<file path="src/rtl/uart_rx_cfg_if.sv">
// uart_rx_cfg_if -- serial-in / word-out bundle for uart_rx_cfg.
//   rx           serial line, idle high
//   sample_tick  one-clk pulse at OVERSAMPLE x baud
//   data_valid   one-clk pulse when a frame completes
//   data_out     received word, right-aligned, held
//   parity_err   parity mismatch on last frame, held
//   frame_err    low stop bit on last frame, held
//   break_det    last frame was a line break, held
//   busy         receiver not idle
// Modports: slave = receiver side, master = line driver / word consumer side.
interface uart_rx_cfg_if #(
   parameter int DBITS = 8
);
   logic             rx;
   logic             sample_tick;
   logic             data_valid;
   logic [DBITS-1:0] data_out;
   logic             parity_err;
   logic             frame_err;
   logic             break_det;
   logic             busy;

   modport slave (
      input  rx, sample_tick,
      output data_valid, data_out, parity_err, frame_err, break_det, busy
   );

   modport master (
      output rx, sample_tick,
      input  data_valid, data_out, parity_err, frame_err, break_det, busy
   );
endinterface

</file>
<file path="src/rtl/uart_rx_cfg.sv">
// uart_rx_cfg -- parametrised UART receiver (oversampled, LSB first).
// Ports:
//   clk_100MHz  system clock
//   reset       asynchronous, active-high
//   bus         uart_rx_cfg_if.slave: rx, sample_tick in; data_valid, data_out,
//               parity_err, frame_err, break_det, busy out
// Parameters: DBITS (5..9), OVERSAMPLE (8..32, even), STOP_BITS (1/2),
//             PARITY (0 none, 1 even, 2 odd).
// Build option: UART_RX_MAJORITY_EN -- data/parity/stop bits are the 2-of-3
//   majority of the last three ticks of the bit; otherwise a single sample
//   at the last tick. The start-bit glitch check is single-sample either way.
module uart_rx_cfg #(
   parameter int DBITS      = 8,
   parameter int OVERSAMPLE = 16,
   parameter int STOP_BITS  = 1,
   parameter int PARITY     = 0
) (
   input  logic           clk_100MHz,
   input  logic           reset,
   uart_rx_cfg_if.slave   bus
);
   localparam int TW = $clog2(OVERSAMPLE);
   localparam int BW = $clog2(DBITS);
   localparam logic [TW-1:0] T_MID     = TW'(OVERSAMPLE / 2 - 1);
   localparam logic [TW-1:0] T_END     = TW'(OVERSAMPLE - 1);
   localparam logic [BW-1:0] B_LAST    = BW'(DBITS - 1);
   localparam logic          LAST_STOP = (STOP_BITS == 2);

   typedef enum logic [2:0] {
      S_IDLE, S_START, S_DATA, S_PARITY, S_STOP, S_BREAK
   } state_t;

   state_t           state;
   logic             rx_meta, rx_s;
   logic [TW-1:0]    tick_cnt;
   logic [BW-1:0]    bit_cnt;
   logic             stop_cnt;
   logic [DBITS-1:0] shreg;
   logic             xacc, perr, ferr, zero_run;
   logic             dv_r, perr_r, ferr_r, brk_r, busy_r;
   logic [DBITS-1:0] dout_r;
   logic             bit_s, at_end, brk_now;

   // Two-flop synchroniser; resets to the idle level so reset release
   // cannot look like a start edge.
   always_ff @(posedge clk_100MHz or posedge reset) begin
      if (reset) begin
         rx_meta <= 1'b1;
         rx_s    <= 1'b1;
      end else begin
         rx_meta <= bus.rx;
         rx_s    <= rx_meta;
      end
   end

`ifdef UART_RX_MAJORITY_EN
   localparam logic [TW-1:0] T_M3 = TW'(OVERSAMPLE - 3);
   localparam logic [TW-1:0] T_M2 = TW'(OVERSAMPLE - 2);
   logic maj_a, maj_b, in_bit;

   always_comb in_bit = (state == S_DATA) || (state == S_PARITY) || (state == S_STOP);

   always_ff @(posedge clk_100MHz or posedge reset) begin
      if (reset) begin
         maj_a <= 1'b0;
         maj_b <= 1'b0;
      end else if (bus.sample_tick && in_bit) begin
         if (tick_cnt == T_M3) maj_a <= rx_s;
         if (tick_cnt == T_M2) maj_b <= rx_s;
      end
   end

   always_comb bit_s = (maj_a & maj_b) | (maj_a & rx_s) | (maj_b & rx_s);
`else
   always_comb bit_s = rx_s;
`endif

   always_comb begin
      at_end  = bus.sample_tick && (tick_cnt == T_END);
      // Break needs the first stop bit low as well; a second stop bit is not part of it.
      brk_now = zero_run & (stop_cnt | ~bit_s);
   end

   always_ff @(posedge clk_100MHz or posedge reset) begin
      if (reset) begin
         state    <= S_IDLE;
         tick_cnt <= '0;
         bit_cnt  <= '0;
         stop_cnt <= 1'b0;
         shreg    <= '0;
         xacc     <= 1'b0;
         perr     <= 1'b0;
         ferr     <= 1'b0;
         zero_run <= 1'b0;
         dv_r     <= 1'b0;
         dout_r   <= '0;
         perr_r   <= 1'b0;
         ferr_r   <= 1'b0;
         brk_r    <= 1'b0;
         busy_r   <= 1'b0;
      end else begin
         dv_r <= 1'b0;
         case (state)
            S_IDLE: begin
               if (!rx_s) begin
                  state    <= S_START;
                  busy_r   <= 1'b1;
                  tick_cnt <= '0;
               end
            end
            S_START: begin
               if (bus.sample_tick) begin
                  if (tick_cnt == T_MID) begin
                     tick_cnt <= '0;
                     if (rx_s) begin
                        state  <= S_IDLE;
                        busy_r <= 1'b0;
                     end else begin
                        state    <= S_DATA;
                        bit_cnt  <= '0;
                        stop_cnt <= 1'b0;
                        xacc     <= 1'b0;
                        perr     <= 1'b0;
                        ferr     <= 1'b0;
                        zero_run <= 1'b1;
                     end
                  end else begin
                     tick_cnt <= tick_cnt + 1'b1;
                  end
               end
            end
            S_DATA: begin
               if (at_end) begin
                  tick_cnt <= '0;
                  shreg    <= {bit_s, shreg[DBITS-1:1]};
                  xacc     <= xacc ^ bit_s;
                  zero_run <= zero_run & ~bit_s;
                  if (bit_cnt == B_LAST)
                     state <= (PARITY != 0) ? S_PARITY : S_STOP;
                  else
                     bit_cnt <= bit_cnt + 1'b1;
               end else if (bus.sample_tick) begin
                  tick_cnt <= tick_cnt + 1'b1;
               end
            end
            S_PARITY: begin
               if (at_end) begin
                  tick_cnt <= '0;
                  perr     <= (PARITY == 2) ? ~(xacc ^ bit_s) : (xacc ^ bit_s);
                  zero_run <= zero_run & ~bit_s;
                  state    <= S_STOP;
               end else if (bus.sample_tick) begin
                  tick_cnt <= tick_cnt + 1'b1;
               end
            end
            S_STOP: begin
               if (at_end) begin
                  tick_cnt <= '0;
                  if (stop_cnt == LAST_STOP) begin
                     // Returning to IDLE at mid-stop lets a back-to-back start edge be seen.
                     dv_r   <= 1'b1;
                     dout_r <= shreg;
                     perr_r <= perr;
                     ferr_r <= ferr | ~bit_s;
                     brk_r  <= brk_now;
                     state  <= brk_now ? S_BREAK : S_IDLE;
                     busy_r <= brk_now;
                  end else begin
                     stop_cnt <= 1'b1;
                     ferr     <= ferr | ~bit_s;
                     zero_run <= brk_now;
                  end
               end else if (bus.sample_tick) begin
                  tick_cnt <= tick_cnt + 1'b1;
               end
            end
            S_BREAK: begin
               if (rx_s) begin
                  state  <= S_IDLE;
                  busy_r <= 1'b0;
               end
            end
            default: begin
               state  <= S_IDLE;
               busy_r <= 1'b0;
            end
         endcase
      end
   end

   always_comb begin
      bus.data_valid = dv_r;
      bus.data_out   = dout_r;
      bus.parity_err = perr_r;
      bus.frame_err  = ferr_r;
      bus.break_det  = brk_r;
      bus.busy       = busy_r;
   end
endmodule
</file>
<file path="src/flat_wrapper.sv">
// flat-port wrapper written by rule: the top's interface ports become plain ports
module uart_rx_cfg_flat 
#(
   parameter int DBITS      = 8,
   parameter int OVERSAMPLE = 16,
   parameter int STOP_BITS  = 1,
   parameter int PARITY     = 0
)
  (clk_100MHz, reset, bus_rx, bus_sample_tick, bus_data_valid, bus_data_out, bus_parity_err, bus_frame_err, bus_break_det, bus_busy);
  uart_rx_cfg_if #(.DBITS(DBITS)) bus_i ();
  input  logic clk_100MHz;
  input  logic reset;
  input wire logic [$bits(bus_i.rx)-1:0] bus_rx;
  input wire logic [$bits(bus_i.sample_tick)-1:0] bus_sample_tick;
  output wire logic [$bits(bus_i.data_valid)-1:0] bus_data_valid;
  output wire logic [$bits(bus_i.data_out)-1:0] bus_data_out;
  output wire logic [$bits(bus_i.parity_err)-1:0] bus_parity_err;
  output wire logic [$bits(bus_i.frame_err)-1:0] bus_frame_err;
  output wire logic [$bits(bus_i.break_det)-1:0] bus_break_det;
  output wire logic [$bits(bus_i.busy)-1:0] bus_busy;
  assign bus_i.rx = bus_rx;
  assign bus_i.sample_tick = bus_sample_tick;
  assign bus_data_valid = bus_i.data_valid;
  assign bus_data_out = bus_i.data_out;
  assign bus_parity_err = bus_i.parity_err;
  assign bus_frame_err = bus_i.frame_err;
  assign bus_break_det = bus_i.break_det;
  assign bus_busy = bus_i.busy;
  uart_rx_cfg #(.DBITS(DBITS), .OVERSAMPLE(OVERSAMPLE), .STOP_BITS(STOP_BITS), .PARITY(PARITY)) u_core (.clk_100MHz(clk_100MHz), .reset(reset), .bus(bus_i));
endmodule
</file>
<file path="config.mk">
export PLATFORM = sky130hd
export DESIGN_NAME = uart_rx_cfg_flat
export DESIGN_NICKNAME = d
export VERILOG_FILES = /design/src/rtl/uart_rx_cfg_if.sv /design/src/rtl/uart_rx_cfg.sv /design/src/flat_wrapper.sv
export SDC_FILE = /design/constraint.sdc
export NUM_CORES = 1
export LEC_CHECK = 0
export BUFFER_PORTS_ARGS = -buffer_cell sky130_fd_sc_hd__buf_2
export CAP_MARGIN = 20
export CORE_MARGIN = 1.5
export CORE_UTILIZATION = 45
export DETAILED_ROUTE_END_ITERATION = 12
export PLACE_DENSITY = 0.69
export SYNTH_ARGS = -nofsm -noshare
export SYNTH_HDL_FRONTEND = slang
export SYNTH_SLANG_ARGS = --single-unit
</file>
<file path="constraint.sdc">
create_clock -name clk_100MHz -period 3.1 [get_ports clk_100MHz]
set_input_delay 0.465 -clock clk_100MHz [delete_from_list [all_inputs] [get_ports clk_100MHz]]
set_output_delay 0.465 -clock clk_100MHz [all_outputs]
set_load 0.05 [all_outputs]
</file>
==> impl_metrics.yaml <==
worst_setup_path:
  critical_path_peak_fanout: 9
  setup.worst_path.start_class: "flip-flop"
  worstPathCellList: "ha_1, nand4_2, nor3_4, mux2_2"
  cp.buffers_inverters: 0
  timing.critical_path.to_type: "flip-flop"
  cpLargestDelayFamily: "simple AND/OR/NAND/NOR gates"
  crit_required_ns: 3.28
  critical_path_arrival_ns: 2.11
  worst_path_largest_cell_delay_ns: 0.46
  cp_slowest_cell: "sky130_fd_sc_hd__nor3_4"
  crit_type: "flip-flop to flip-flop"
pwr:
  leakage_nw: 0.975
  worst_ir_drop_vdd_v: 0.000337
  power_switching_mw: 0.405
  pwr-share-seq: 0.460
  clock_power_share: 0.337
  p_int_mw: 0.890
  power_frac_comb: 0.204
  sw_frac_of_total: 0.313
  power_density_mw_per_mm2: 641
yosys:
  synthXorXnorAreaFrac: 0.00486
  netlist_area_mm2: 0.00180
  netlist.area_leader.share: 0.486
  synth_adder_area_share: 0.0208
  syn-num-nets: 173
  ys_seq_elements: 37
  mean_syn_cell_area_um2: 10.9
  ys_warn_count: 0
  synth-simple-area-share: 0.174
  share_of_flip_flops_with_an_asynchronous_set_or_reset_after_synthesis: 1.00
  synth-compound-area-share: 0.139
  yosysUniqueCellTypes: 49
  synth_top_family_by_area: "simple AND/OR/NAND/NOR gates"
  synth_flop_cell: "sky130_fd_sc_hd__dfrtp_1"
  number_of_enable_flip_flop_cells_after_synthesis: 0
  synth_top_cell_by_area: "sky130_fd_sc_hd__dfrtp_1"
  synth.mux.area_fraction: 0.105
  synth_seq_area_share: 0.515
  synth_cells: 166
  synthTopCellsByArea: "sky130_fd_sc_hd__dfrtp_1 (49%), sky130_fd_sc_hd__mux2_2 (9.4%), sky130_fd_sc_hd__nand2_1 (4.6%)"
placement:
  port_buffers: 16
  weighted_congestion_reported_at_the_end_of_routability_driven_placement: 0.794
  postPlaceCellArea_mm2: 0.00190
  half_perimeter_wire_length_after_detailed_placement_um: 2280
grt:
  grt_pass1_wl_um: 5850
  antenna_found_initial: 0
  grtUsageTotal: 0.177
  vias_in_the_first_global_route: 1255
  maximum_number_of_pins_on_one_net_before_global_route_repair: 38
  remaining_overflow_grt: 0
clock_network:
  tritoncts: "built"
  numClockSinks: 37
  cts_repair_resize_count: 0
  clock_latency_ns: 0.29
  cts-root-buf: "sky130_fd_sc_hd__clkbuf_8"
  post_cts_setup_buffer_count: 0
  cts-hold-fix-buffers: 0
  inserted_clock_buffers: 5
  ctsLongestPathBuffers: 2
  clk_pin_slew_ns: 0.08
  ctsHtreeMaxLevel: 2
timing:
  setup_total_negative_slack_ns: 0
  timing.final.max_slew_violations: 0
  hold_fails_final_rpt: 0
  final_period_minus_worst_setup_slack_ns: 1.94
  grt_setup_unrepaired: "false"
  fin_worst_hold_slack_ns: 0.267
  relative_slew_slack: 0.585
  timing.final.setup_violations: 0
  final.setup_skew_ns: 0.00788
  fin_crit_sh: 0.624
  worst-slew-pin-transition_ns: 0.622
  maxClockFrequency_mhz: 517
die:
  rows: 22
  die_h_um: 66.3
  design.core.area_mm2: 0.00374
  floorplan.die.width_um: 66.3
  floorplan.initialDensity: 0.482
  dieArea_mm2: 0.00440
  pin_count: 17
detailed_routing:
  routed_via_density: 5.66
  vias: 1302
  first_iter_violations: 119
  post_drt_wl_per_cell_um: 14.4
  detailedRoute.firstPassIterationCount: 4
  drt-total-wl_um: 3310
  drt_drc_violations_left: 0
  routed_antenna_nets: 0
finish:
  stdcell_area_mm2: 0.00202
  nFillCells: 353
  antenna-diode-count: 0
  layout-drive-gt1-share: 0.269
  final_nets: 188
  layout-area-overhead-vs-synth_pct: 12.0
outcome:
  result_of_the_run: "finished clean"
worst_hold_path:
  hp-class: "input pin to asynchronous set/reset pin"
job:
  max_cap_violations: 0
[area by class of cell]
type                    instances  area [um2]  share of cell area
well taps                      48        60.1              0.0297
clock buffers                   6        82.6              0.0409
inverters                       6        22.5              0.0112
repair buffers                 17        87.6              0.0434
flip-flops and latches         37         928               0.460
multi-input cells             114         801               0.397
clock inverters                 2        37.5              0.0186
[worst reg2reg max path: stages (launching register included)]
cell                      delay, ns
sky130_fd_sc_hd__dfrtp_1       0.42
sky130_fd_sc_hd__ha_1          0.29
sky130_fd_sc_hd__nand4_2       0.26
sky130_fd_sc_hd__nor3_4        0.46
sky130_fd_sc_hd__mux2_2        0.38
[kinds of logic after synthesis]
kind of cell | Yosys count
multiplexers | 17
AND/OR/NAND/NOR | 56
XOR/XNOR | 1
AO/OA/AOI/OAI | 37
adder cells (fa/ha/maj) | 3
buffers and inverters | 15
flip-flops | 37
[power groups by stage]
stage | Combinational, mW | Clock [mW] | Sequential (mW)
detailed placement | 0.265 | 0 | 0.605
CTS | 0.266 | 0.444 | 0.595
global placement | 0.256 | 0 | 0.599
global route | 0.290 | 0.464 | 0.608
floorplan | 0.181 | 0 | 0.630
finish | 0.264 | 0.436 | 0.595
[synthesized netlist by cell type, types with 3 or more instances]
master                    count
sky130_fd_sc_hd__a21oi_1      3
sky130_fd_sc_hd__a31oi_1      3
sky130_fd_sc_hd__buf_2        5
sky130_fd_sc_hd__dfrtp_1     35
sky130_fd_sc_hd__ha_1         3
sky130_fd_sc_hd__inv_1        6
sky130_fd_sc_hd__mux2_2      15
sky130_fd_sc_hd__nand2_1     22
sky130_fd_sc_hd__nand3_1      5
sky130_fd_sc_hd__nor2_1       5
sky130_fd_sc_hd__nor2b_1      5
sky130_fd_sc_hd__o21ai_0     13
[state kept, by name, summed over array words and instances (netlist names)]
register / cells
u_core.tick_cnt: 4
u_core.zero_run: 1
u_core.bus.break_det: 1
u_core.bus.data_out: 8
u_core.ferr: 1
u_core.xacc: 1
u_core.bit_s: 1
u_core.shreg: 8
u_core.bit_cnt: 3
u_core.perr: 1
u_core.rx_meta: 1
u_core.state: 3
u_core.bus.data_valid: 1
u_core.bus.parity_err: 1
u_core.bus.frame_err: 1
u_core.bus.busy: 1
[final timing paths]
kind	start	endpoint	slack, ns	cells past startpoint
max reg2reg	u_core.tick_cnt[0]$_DFFE_PP0P_	u_core.shreg[2]$_DFFE_PP0P_	1.16	4
max	u_core.tick_cnt[0]$_DFFE_PP0P_	u_core.shreg[2]$_DFFE_PP0P_	1.16	4
min	reset	u_core.zero_run$_DFFE_PP0P_	0.27	3
min in group clk_100MHz	bus_rx	u_core.rx_meta$_DFF_PP1_	0.28	1
min reg2reg	u_core.rx_meta$_DFF_PP1_	u_core.bit_s$_DFF_PP1_	0.36	0
max in group asynchronous	reset	u_core.bit_s$_DFF_PP1_	2.49	3
[per-layer routing]
layer / part of all wire / GRT usage / vias to the layer above
met1: 0.46 / 0.219 / 653
li1: - / - / 628
met5: 0 / 0 / -
met4: 0.015 / 0.0689 / 0
met3: 0.031 / 0.0460 / 5
met2: 0.50 / 0.294 / 16
[layout by cell type, fill, tap and decap left out, types with 2 or more instances in the layout]
master	count
sky130_fd_sc_hd__a211oi_1	2
sky130_fd_sc_hd__a21o_1	2
sky130_fd_sc_hd__a21oi_1	3
sky130_fd_sc_hd__a221oi_1	2
sky130_fd_sc_hd__a31oi_1	3
sky130_fd_sc_hd__and2_1	2
sky130_fd_sc_hd__buf_2	16
sky130_fd_sc_hd__clkbuf_8	6
sky130_fd_sc_hd__dfrtp_1	35
sky130_fd_sc_hd__dfstp_2	2
sky130_fd_sc_hd__ha_1	3
sky130_fd_sc_hd__inv_1	6
sky130_fd_sc_hd__mux2_2	15
sky130_fd_sc_hd__mux2i_1	2
sky130_fd_sc_hd__nand2_1	22
sky130_fd_sc_hd__nand2b_1	2
sky130_fd_sc_hd__nand3_1	5
sky130_fd_sc_hd__nor2_1	5
sky130_fd_sc_hd__nor2b_1	5
sky130_fd_sc_hd__o21ai_0	13
sky130_fd_sc_hd__or3_1	2
[stage by stage]
step                      cells  total power, mW  setup WS [ns]   util
after floorplan             166            0.811           1.39      -
after global placement      222            0.855           1.29  0.507
after detailed placement    222            0.870           1.23  0.507
after CTS                   230             1.31           1.19  0.539
after global routing        230             1.36           1.03  0.539
final                       230             1.30           1.16  0.539
Power figures use the tool's default switching activity.
